===== src/rtl/uart_tx_core.sv =====
// uart_tx_core: UART transmitter with internal baud divider, runtime parity,
// 1/2 stop bits, valid/ready input and a one-entry holding register that lets
// frames run back to back with no idle bit between them.
module uart_tx_core #(
   parameter int DATA_WIDTH = 8,
   parameter int DIV_WIDTH  = 16
) (
   input  logic                  CLK,
   input  logic                  RST,
   input  logic [DIV_WIDTH-1:0]  Baud_Div,
   input  logic                  PAR_EN,
   input  logic                  PAR_TYP,
   input  logic                  STOP2,
   input  logic [DATA_WIDTH-1:0] TX_DATA,
   input  logic                  TX_VALID,
   output logic                  TX_READY,
   output logic                  TX_OUT,
   output logic                  Busy
);

   localparam int BIT_W = 4;

   typedef enum logic [2:0] {
      IDLE   = 3'd0,
      START  = 3'd1,
      DATA   = 3'd2,
      PARITY = 3'd3,
      STOP   = 3'd4
   } state_t;

   state_t                state_r;
   logic                  busy_r;
   logic [DIV_WIDTH-1:0]  tick_r;
   logic [BIT_W-1:0]      bit_r;
   logic [DATA_WIDTH-1:0] shift_r;
   logic                  parity_r;
   logic [DIV_WIDTH-1:0]  div_l;
   logic                  par_en_l;
   logic                  stop2_l;
   logic                  hold_full_r;
   logic [DATA_WIDTH-1:0] hold_data_r;
   logic                  tx_out_r;

   logic                  accept_s;
   logic                  bit_end_s;
   logic                  last_stop_s;
   logic                  load_s;
   logic                  line_s;

   // Even parity is the XOR of the payload; odd parity is its inverse.
   function automatic logic calc_parity(input logic [DATA_WIDTH-1:0] d, input logic odd);
      return (^d) ^ odd;
   endfunction

   assign TX_READY    = ~hold_full_r & RST;
   assign accept_s    = TX_VALID & TX_READY;
   assign bit_end_s   = (tick_r == (div_l - DIV_WIDTH'(1)));
   assign last_stop_s = (bit_r == BIT_W'(stop2_l));
   // A held word starts a frame either from idle or right at the end of the last stop bit.
   assign load_s      = hold_full_r &
                        ((state_r == IDLE) | ((state_r == STOP) & bit_end_s & last_stop_s));
   assign TX_OUT      = tx_out_r;
   assign Busy        = busy_r;

   // Line level implied by the current state; registered one cycle later into TX_OUT.
   always_comb begin
      line_s = 1'b1;
      case (state_r)
         IDLE:    line_s = 1'b1;
         START:   line_s = 1'b0;
         DATA:    line_s = shift_r[0];
         PARITY:  line_s = parity_r;
         STOP:    line_s = 1'b1;
         default: line_s = 1'b1;
      endcase
   end

   // Holding register: filled on handshake, emptied when its word moves to the shifter.
   always_ff @(posedge CLK) begin
      if (!RST) begin
         hold_full_r <= 1'b0;
         hold_data_r <= '0;
      end else if (accept_s) begin
         hold_full_r <= 1'b1;
         hold_data_r <= TX_DATA;
      end else if (load_s) begin
         hold_full_r <= 1'b0;
      end
   end

   // Frame sequencer: bit timing, shifting, and per-frame configuration latch.
   always_ff @(posedge CLK) begin
      if (!RST) begin
         state_r  <= IDLE;
         busy_r   <= 1'b0;
         tick_r   <= '0;
         bit_r    <= '0;
         shift_r  <= '0;
         parity_r <= 1'b0;
         div_l    <= DIV_WIDTH'(1);
         par_en_l <= 1'b0;
         stop2_l  <= 1'b0;
      end else begin
         case (state_r)
            IDLE: begin
               busy_r <= 1'b0;
            end
            START: begin
               if (bit_end_s) begin
                  tick_r  <= '0;
                  bit_r   <= '0;
                  state_r <= DATA;
               end else begin
                  tick_r <= tick_r + DIV_WIDTH'(1);
               end
            end
            DATA: begin
               if (bit_end_s) begin
                  tick_r  <= '0;
                  shift_r <= shift_r >> 1;
                  if (bit_r == BIT_W'(DATA_WIDTH - 1)) begin
                     bit_r   <= '0;
                     state_r <= par_en_l ? PARITY : STOP;
                  end else begin
                     bit_r <= bit_r + BIT_W'(1);
                  end
               end else begin
                  tick_r <= tick_r + DIV_WIDTH'(1);
               end
            end
            PARITY: begin
               if (bit_end_s) begin
                  tick_r  <= '0;
                  bit_r   <= '0;
                  state_r <= STOP;
               end else begin
                  tick_r <= tick_r + DIV_WIDTH'(1);
               end
            end
            STOP: begin
               if (bit_end_s) begin
                  tick_r <= '0;
                  if (last_stop_s) begin
                     bit_r   <= '0;
                     state_r <= IDLE;
                     busy_r  <= 1'b0;
                  end else begin
                     bit_r <= bit_r + BIT_W'(1);
                  end
               end else begin
                  tick_r <= tick_r + DIV_WIDTH'(1);
               end
            end
            default: begin
               state_r <= IDLE;
               busy_r  <= 1'b0;
            end
         endcase
         // Frame start overrides the per-state update above.
         if (load_s) begin
            state_r  <= START;
            busy_r   <= 1'b1;
            tick_r   <= '0;
            bit_r    <= '0;
            shift_r  <= hold_data_r;
            parity_r <= calc_parity(hold_data_r, PAR_TYP);
            div_l    <= (Baud_Div == '0) ? DIV_WIDTH'(1) : Baud_Div;
            par_en_l <= PAR_EN;
            stop2_l  <= STOP2;
         end
      end
   end

   // Registered serial line; reset forces the idle level.
   always_ff @(posedge CLK) begin
      if (!RST) begin
         tx_out_r <= 1'b1;
      end else begin
         tx_out_r <= line_s;
      end
   end

endmodule


===== config.mk =====
export PLATFORM = sky130hd
export DESIGN_NAME = uart_tx_core
export DESIGN_NICKNAME = d
export VERILOG_FILES = /design/src/rtl/uart_tx_core.sv
export SDC_FILE = /design/constraint.sdc
export NUM_CORES = 1
export LEC_CHECK = 0
export CAP_MARGIN = 20
export CELL_PAD_IN_SITES_DETAIL_PLACEMENT = 1
export CELL_PAD_IN_SITES_GLOBAL_PLACEMENT = 1
export CORE_ASPECT_RATIO = 0.8
export CORE_MARGIN = 2
export CORE_UTILIZATION = 40
export DETAILED_ROUTE_END_ITERATION = 8
export PLACE_DENSITY = 0.83
export SLEW_MARGIN = 15
export SYNTH_ARGS = -nofsm -noshare
export SYNTH_HDL_FRONTEND = slang
export SYNTH_SLANG_ARGS = --single-unit

===== constraint.sdc =====
create_clock -name CLK -period 3.2 [get_ports CLK]
set_input_delay 0.48 -clock CLK [delete_from_list [all_inputs] [get_ports CLK]]
set_output_delay 0.48 -clock CLK [all_outputs]
set_load 0.1 [all_outputs]

# Word-level counts from Yosys, hierarchy flattened

Cells that the tools add are included.

Flip-flop bits (word level): 61
Bits in latches: 0
Bits in writable memories: 0
Bits in read-only memories: 0
Bits of input ports: 30
Logic and storage cells: 91
Memories kept: 0

$add $sub $neg: 3
Multiply operators: 0
Divide/modulo/power cells: 0
$lt $le $gt $ge: 0
Equality and inequality tests: 22
Shift-type cells: 0
Multiplexer cells: 27
Bitwise gates (word level): 10
Reduce and logical (&&, ||, !) cells: 16

Operator list:

| cell                                                                    | count |
|---|---|
| 16-bit 2-to-1 mux                                                       | 2 |
| 8-bit 2-to-1 mux                                                        | 3 |
| 3-bit 2-to-1 mux                                                        | 7 |
| 4-bit 2-to-1 mux                                                        | 5 |
| 3-bit inequality test, second input constant                            | 6 |
| 16-bit by 1-bit adder with 16-bit output, second input constant         | 1 |
| 16-bit equality test                                                    | 1 |
| 16-bit zero test                                                        | 1 |
| 16-bit by 1-bit subtractor with 16-bit output, second input constant    | 1 |
| 3-bit one-hot mux with 5 select lines                                   | 1 |
| 2-bit inequality test, second input constant                            | 7 |
| 7-bit AND reduction                                                     | 2 |
| 4-bit one-hot mux with 3 select lines                                   | 1 |
| 8-bit XOR reduction                                                     | 1 |
| 3-bit by 2-bit equality test with 1-bit output, second input constant   | 2 |
| 1-bit 2-to-1 mux                                                        | 6 |
| 2-bit nonzero test                                                      | 3 |
| 1-bit bitwise AND                                                       | 5 |
| 4-bit by 1-bit adder with 4-bit output, second input constant           | 1 |
| 4-bit by 1-bit equality test with 1-bit output                          | 1 |
| 4-bit by 3-bit equality test with 1-bit output, second input constant   | 1 |
| 2-bit by 1-bit inequality test with 1-bit output, second input constant | 2 |
| 4-bit AND reduction                                                     | 1 |
| 2-bit OR reduction                                                      | 2 |
| other kinds (13)                                                        | 15 |

# Longest topological paths before layout

Gate-level depths: netlist of run 1.

Depth in word-level cells: 8
Mapped depth: 12

# Worst setup path before layout of run 1

OpenSTA, ideal clock, no wires.

Path type: input-to-output
Start point: in RST
End point: out TX_READY
Data arrival time: 2.163 ns
Required time: 2.720 ns
Setup slack: 0.557 ns
Cell stages on the path: 4
Buffers on the path: 2
Cells stage by stage: inv_1 -> clkbuf_1 -> buf_1 -> nor2_1

Word-level cells in the longest chain between the ends: 1

Ends and longest elaborated chain:

| what              | RTL line | source |
|---|---|---|
| from (decl)       | 9        | `input logic RST,` |
| 1-bit bitwise AND | 55       | `assign TX_READY = ~hold_full_r & RST;` |
| to (decl)         | 16       | `output logic TX_READY,` |

Every way passes these cells.

# Worst setup path after layout of run 1

Start point: reg div_l[0]
End point: reg bit_r[3]

Word-level cells in the longest chain between the ends: 7
Elaborated cells between the ends (all ways): 11
Classes of those cells: add/sub: 1; eq/ne: 4; bitwise: 4; reduce/logical: 2

Ends and longest elaborated chain:

| what                                            | RTL line | source |
|---|---|---|
| from (decl)                                     | 37       | `logic [DIV_WIDTH-1:0] div_l;` |
| from (signal assigned)                          | 167      | `div_l <= (Baud_Div == '0) ? DIV_WIDTH'(1) : Baud_Div;` |
| 16-bit by 1-bit subtractor with 16-bit output * | 57       | `assign bit_end_s = (tick_r == (div_l - DIV_WIDTH'(1)));` |
| 16-bit equality test *                          | 57       |  |
| 1-bit bitwise AND (2 in a row)                  | 61       | `((state_r == IDLE) \| ((state_r == STOP) & bit_end_s & last_stop_s));` |
| 1-bit bitwise OR                                | 61       |  |
| 1-bit bitwise AND                               | 60       | `assign load_s = hold_full_r &` |
| 2-bit OR reduction (no source line)             | -        |  |
| to (signal assigned)                            | 125      | `bit_r <= bit_r + BIT_W'(1);` |
| to (signal assigned)                            | 148      | `bit_r <= bit_r + BIT_W'(1);` |
| to (decl)                                       | 34       | `logic [BIT_W-1:0] bit_r;` |

Every way passes the cells marked *; elsewhere a longest branch is shown, timed or not.
A chain may end at the register's enable or synchronous reset.

==> results.txt, run 1 <==
Status - complete, no violations
Final worst-path cycle share - 91.3%
Met3 Usage GRT - 5.32%
Syn Nets - 441
Pleak - 1.36 nW
Worst reg2reg startpoint - div_l[0]
Async set-reset flop share out of synthesis - 0%
Flops & latches, synth - 61
Most area-hungry cell type in the Yosys netlist - dfxtp_1
Crit path DAT - 3.19 ns
Clock-pin slew on the worst setup and hold paths - 0.07 ns
Ys Warns - 0
DRT Pass-1 Iters - 4
Cell Pwr Density - 467 nW/µm²
Initial antenna violation count - 0
Max Slew Vio Count - 0
RSZ-0062 raised after global routing - no
Post-Syn Area - 3350 µm²
Final hold viol count - 0
Antenna-violating nets left - 0
CP Launch Point - div_l[0]
Ant diodes - 0
Fin util - 49.2%
Syn Area/Cell - 8.22 µm²
Port bufs - 32
Post-synth EDFFs - 0
Core Area - 8020 µm²
Row cnt - 29
Achievable Freq - 0.342 GHz
Number of remaining DRC errors - 0
Met1 usage - 27.7%
Worst slew pin tran - 0.960 ns
Longest Clk Path Bufs - 2
GPL Wtd Cong - 0.836
Ports - 33
Clk sinks - 61
Via count - 3102
Clk_lat worst skew - 0.34 ns
Crit. End Element - register
DR WL/cell - 16.5 µm
Synth top area share - 36.4%
Total power draw - 1.84 mW
Clock Skew - 0.00778 ns
MaxCap Viol Count - 0
Final nets - 469
Hold wc startpoint - parity_r
Global-route wire length before repair - 15800 µm
Worst-path fanout max - 8
Resize count post-CTS - 0
Top Usage Layer GRT - met2
Crit path time final - 2.92 ns
Non-filler cells in the finished layout - 547
Sum Neg Setup Slack - 0 ns
Hold-fix buffers, CTS - 0
Initial core utilization - 41.8%
Die W - 106 µm
Largest net degree at the start of global routing - 30
DP Cell Count - 533
H-tree levels - 3
Final WL - 9040 µm
Top_reg_cell synth - dfxtp_1
Vias per inst - 5.67
Die area - 9130 µm²
Req. time, crit path - 3.47 ns
CTS buffer count - 9
Largest cells by area after synthesis - dfxtp_1 (36%), xnor2_1 (6.8%), nor2_1 (5.2%)
Detailed placement HPWL - 6650 µm
Root Driver - clkbuf_8
Die Y - 85.9 µm
Number of global-route vias before repair - 3228
Sequential element share of the synthesized area - 36.4%
Worst ir drop on vdd - 203 µV
Final setup margin - 0.279 ns
Overall Global Routing Usage - 21.6%
GR Overflow Total - 0
Startpoint types - register
Slew headroom - 35.8%
Setup CP Type - reg -> reg
Mapped Cells - 408
Hold WC Path Type - reg -> reg
Routing usage on met2 - 37.2%
Pre-CTS setup slack - 0.191 ns
CTS tree - yes
Final setup fails - 0
Number of setup buffers added after CTS - 0
Synth cell types - 57
Drt initial violations - 149
Synth-to-Final Area Change - 17.7%
Layout cells sized above 1 - 8.43%
## synth_stat cells, types with 2 or more instances
cell,number
inv_1,11
buf_2,3
a311oi_1,4
nand2b_1,2
nor2b_1,5
or4b_1,2
mux2i_1,11
nor3_1,8
nor4_1,4
and2_1,2
nand3b_1,2
nand2_1,26
xnor2_1,26
and3_1,4
a31oi_1,4
buf_4,3
dfxtp_1,61
nor3_2,2
nand4_1,9
nor2_1,46
nand4b_1,2
a21oi_1,31
clkbuf_1,19
nand3_1,27
a211o_1,5
ha_1,3
a32oi_1,5
nor3b_1,4
o31a_1,3
or4_1,3
o31ai_1,4
o21ai_0,26
xor2_1,17
## state kept, by name, summed over array words and instances (netlist names)
| name | count |
|---|---|
| div_l | 16 |
| tick_r | 16 |
| hold_data_r | 8 |
| shift_r | 8 |
| bit_r | 4 |
| state_r | 3 |
| Busy | 1 |
| TX_OUT | 1 |
| hold_full_r | 1 |
| par_en_l | 1 |
| parity_r | 1 |
| stop2_l | 1 |
## routing by layer
metal,share of wire (%),up-vias
met1,48,1533
met2,48,50
met5,0,-
met3,2.7,6
met4,0.72,0
li1,-,1513
## placed cells by master, fill, tap and decap left out, types with 12 or more instances in the layout
cell type and n:
dfxtp_1 61, nor2_1 46, a21oi_1 31, clkdlybuf4s50_1 30
nand2_1 26, xnor2_1 26, o21ai_0 26, nand3_1 26
xor2_1 17, buf_4 12
## report_power, final
part | internal (mW) | leakage (nW) | switching (mW)
combinational | 0.182 | 0.785 | 0.263
sequential | 0.799 | 0.496 | 0.0468
clock | 0.269 | 0.0788 | 0.285
## cell type report
class / count / area, µm²
Multi-Input combinational cell: 310 / 1990
Sequential cell: 61 / 1220
Clock buffer: 11 / 131
Tap cell: 108 / 135
Inverter: 11 / 41.3
Clock inverter: 3 / 15.0
Fill cell: 969 / 4070
Timing Repair Buffer: 43 / 410
## logic make-up after synthesis
logic type	synth area share [%]
DFF	36.4
buffers and inverters	4.59
AOI/OAI and AO/OA	18.2
and+or+nand+nor	25.2
muxes	3.28
adders and majority gates	1.12
xor gates and xnor gates	11.2
## critical path, cell delays in order (launching register included)
cell	delay, ns
dfxtp_1	0.46
inv_1	0.08
ha_1	0.28
or2b_1	0.26
o211a_1	0.14
o31ai_1	0.22
nand4_1	0.21
a21o_4	0.28
nor3_4	0.31
or4b_1	0.47
a21oi_1	0.15
## per-stage QoR
step | instance area, µm² | hold slack (ns)
floorplan | 3350 | 0.445
global placement | 3790 | 0.457
detailed placement | 3790 | 0.467
CTS | 3940 | 0.476
global route | 3950 | 0.510
finish | 3950 | 0.474
## path summary, 6_finish.rpt
| path | cells after the start | slack, ns | to |
|---|---|---|---|
| worst max-delay path | 10 | 0.28 | bit_r[3] |
| worst min-delay path | 2 | 0.47 | parity_r |
| worst max register to register | 10 | 0.28 | bit_r[3] |
| worst min register to register | 2 | 0.47 | parity_r |
Power figures use the tool's default switching activity.
==> run 2, diff against run 1 <==
PLACE_DENSITY = not set   (was 0.83)
PLACE_DENSITY_LB_ADDON = 0.2   (was not set)
==> run 2 against run 1 <==
Effect of this change: largest cell class unchanged; maximum frequency fell by 4.0%; cell count rose by 0.73%; sequential cell count stayed put.
==> results.txt, run 2 (synthesis results as in run 1) <==
Ports - 33
Sum Neg Setup Slack - 0 ns
Hold WC Path Type - reg -> reg
Routing usage on met2 - 34.7%
Req. time, crit path - 3.41 ns
Number of global-route vias before repair - 3088
CTS tree - yes
GPL Wtd Cong - 0.870
Hold Path Depth - 2
Final WL - 9420 µm
Overall Global Routing Usage - 22.0%
Ant diodes - 0
GR Overflow Total - 0
Slew headroom - 35.8%
Detailed placement HPWL - 6970 µm
Total power draw - 2.07 mW
Longest Clk Path Bufs - 2
Cell Pwr Density - 513 nW/µm²
Final hold viol count - 0
Initial core utilization - 41.8%
Clk_lat worst skew - 0.35 ns
MaxCap Viol Count - 0
Final setup fails - 0
Clock-pin slew on the worst setup and hold paths - 0.07 ns
Final worst-path cycle share - 95.1%
Root Driver - clkbuf_8
Antenna-violating nets left - 0
Max Slew Vio Count - 0
Drt initial violations - 132
Largest net degree at the start of global routing - 19
Number of remaining DRC errors - 0
Final setup margin - 0.158 ns
Clk sinks - 61
Initial antenna violation count - 0
Port bufs - 32
Commonest non-fill, non-tap cell in the layout - dfxtp_1
Worst-path fanout max - 17
DR WL/cell - 17.1 µm
Die area - 9130 µm²
Status - complete, no violations
Hold Slack - 0.488 ns
Pre-CTS setup slack - 0.135 ns
Clock Skew - 0.00924 ns
Global-route wire length before repair - 15800 µm
Row cnt - 29
Die W - 106 µm
Setup CP Type - reg -> reg
Layout cells sized above 1 - 9.48%
RSZ-0062 raised after global routing - no
H-tree levels - 3
Core Area - 8020 µm²
Crit path DAT - 3.25 ns
Most frequent cells in the layout - dfxtp_1 (61), nor2_1 (46), a21oi_1 (31)
Worst ir drop on vdd - 282 µV
Synth-to-Final Area Change - 20.5%
Vias per inst - 5.58
Crit. End Element - register
Crit path time final - 3.04 ns
Achievable Freq - 0.329 GHz
Via count - 3072
Startpoint types - register
Met1 usage - 30.0%
Top Usage Layer GRT - met2
CTS buffer count - 9
Biggest regs - div_l: 16 flops, tick_r: 16 flops
Final nets - 471
Worst slew pin tran - 0.961 ns
Pleak - 1.39 nW
DRT Pass-1 Iters - 4
Die Y - 85.9 µm
Reg2reg path depth - 11
Met3 Usage GRT - 4.56%
run 2: cell types whose count changed in the layout (fill, tap and decap cells not counted), sizes merged:
cell / delta
buf: +2
bufinv: +2
clkinvlp: +3
clkbuf: -2
clkinv: -1
run 2: worst paths after layout:
check                           endpoint  startpoint  slack (ns)
worst min register to register  parity_r    parity_r        0.49
worst max-delay path            div_l[0]    div_l[0]        0.16
worst max register to register  div_l[0]    div_l[0]        0.16
worst min-delay path            parity_r    parity_r        0.49
run 2: critical path, stage by stage (launching register included):
cell and delay, ns:
dfxtp_1 0.46, inv_1 0.07, ha_1 0.29, or2b_1 0.27
o211a_1 0.14, o31ai_1 0.21, nand4_1 0.23, a21o_4 0.30
o31a_1 0.29, buf_4 0.21, o21ai_0 0.26, o211ai_1 0.16
run 2: routing by layer:
metal | share of wire (%) | vias up
met4 | 1.7 | 0
met1 | 49 | 1490
li1 | - | 1516
met3 | 3.2 | 15
met2 | 46 | 51
met5 | 0 | -
run 2: cell type report:
class / count / area (µm²)
clock buffer: 9 / 124
clock inverter: 7 / 100
tap: 108 / 135
fill: 961 / 3980
timing repair buffer: 45 / 425
inverter: 11 / 41.3
sequential: 61 / 1220
multi-input combinational: 310 / 1990
run 2: repair_timing:
action,4_1_cts,5_1_grt
buffers inserted,0,0
hold buffers,0,0
endpoints found under the setup margin,0,30
gates resized for setup,0,1
run 2: power by group:
group	internal, mW	switching (mW)	total [mW]
Combinational	0.181	0.266	0.447
Clock	0.440	0.339	0.779
Sequential	0.798	0.0452	0.844
run 2: per-stage QoR:
stage / instances / cell area [µm²] / utilization [%]
after CTS: 551 / 4030 / 50.3
after global placement: 535 / 3810 / 47.5
after global routing: 551 / 4040 / 50.4
after detailed placement: 535 / 3810 / 47.5
after floorplan: 408 / 3350 / -
final: 551 / 4040 / 50.4
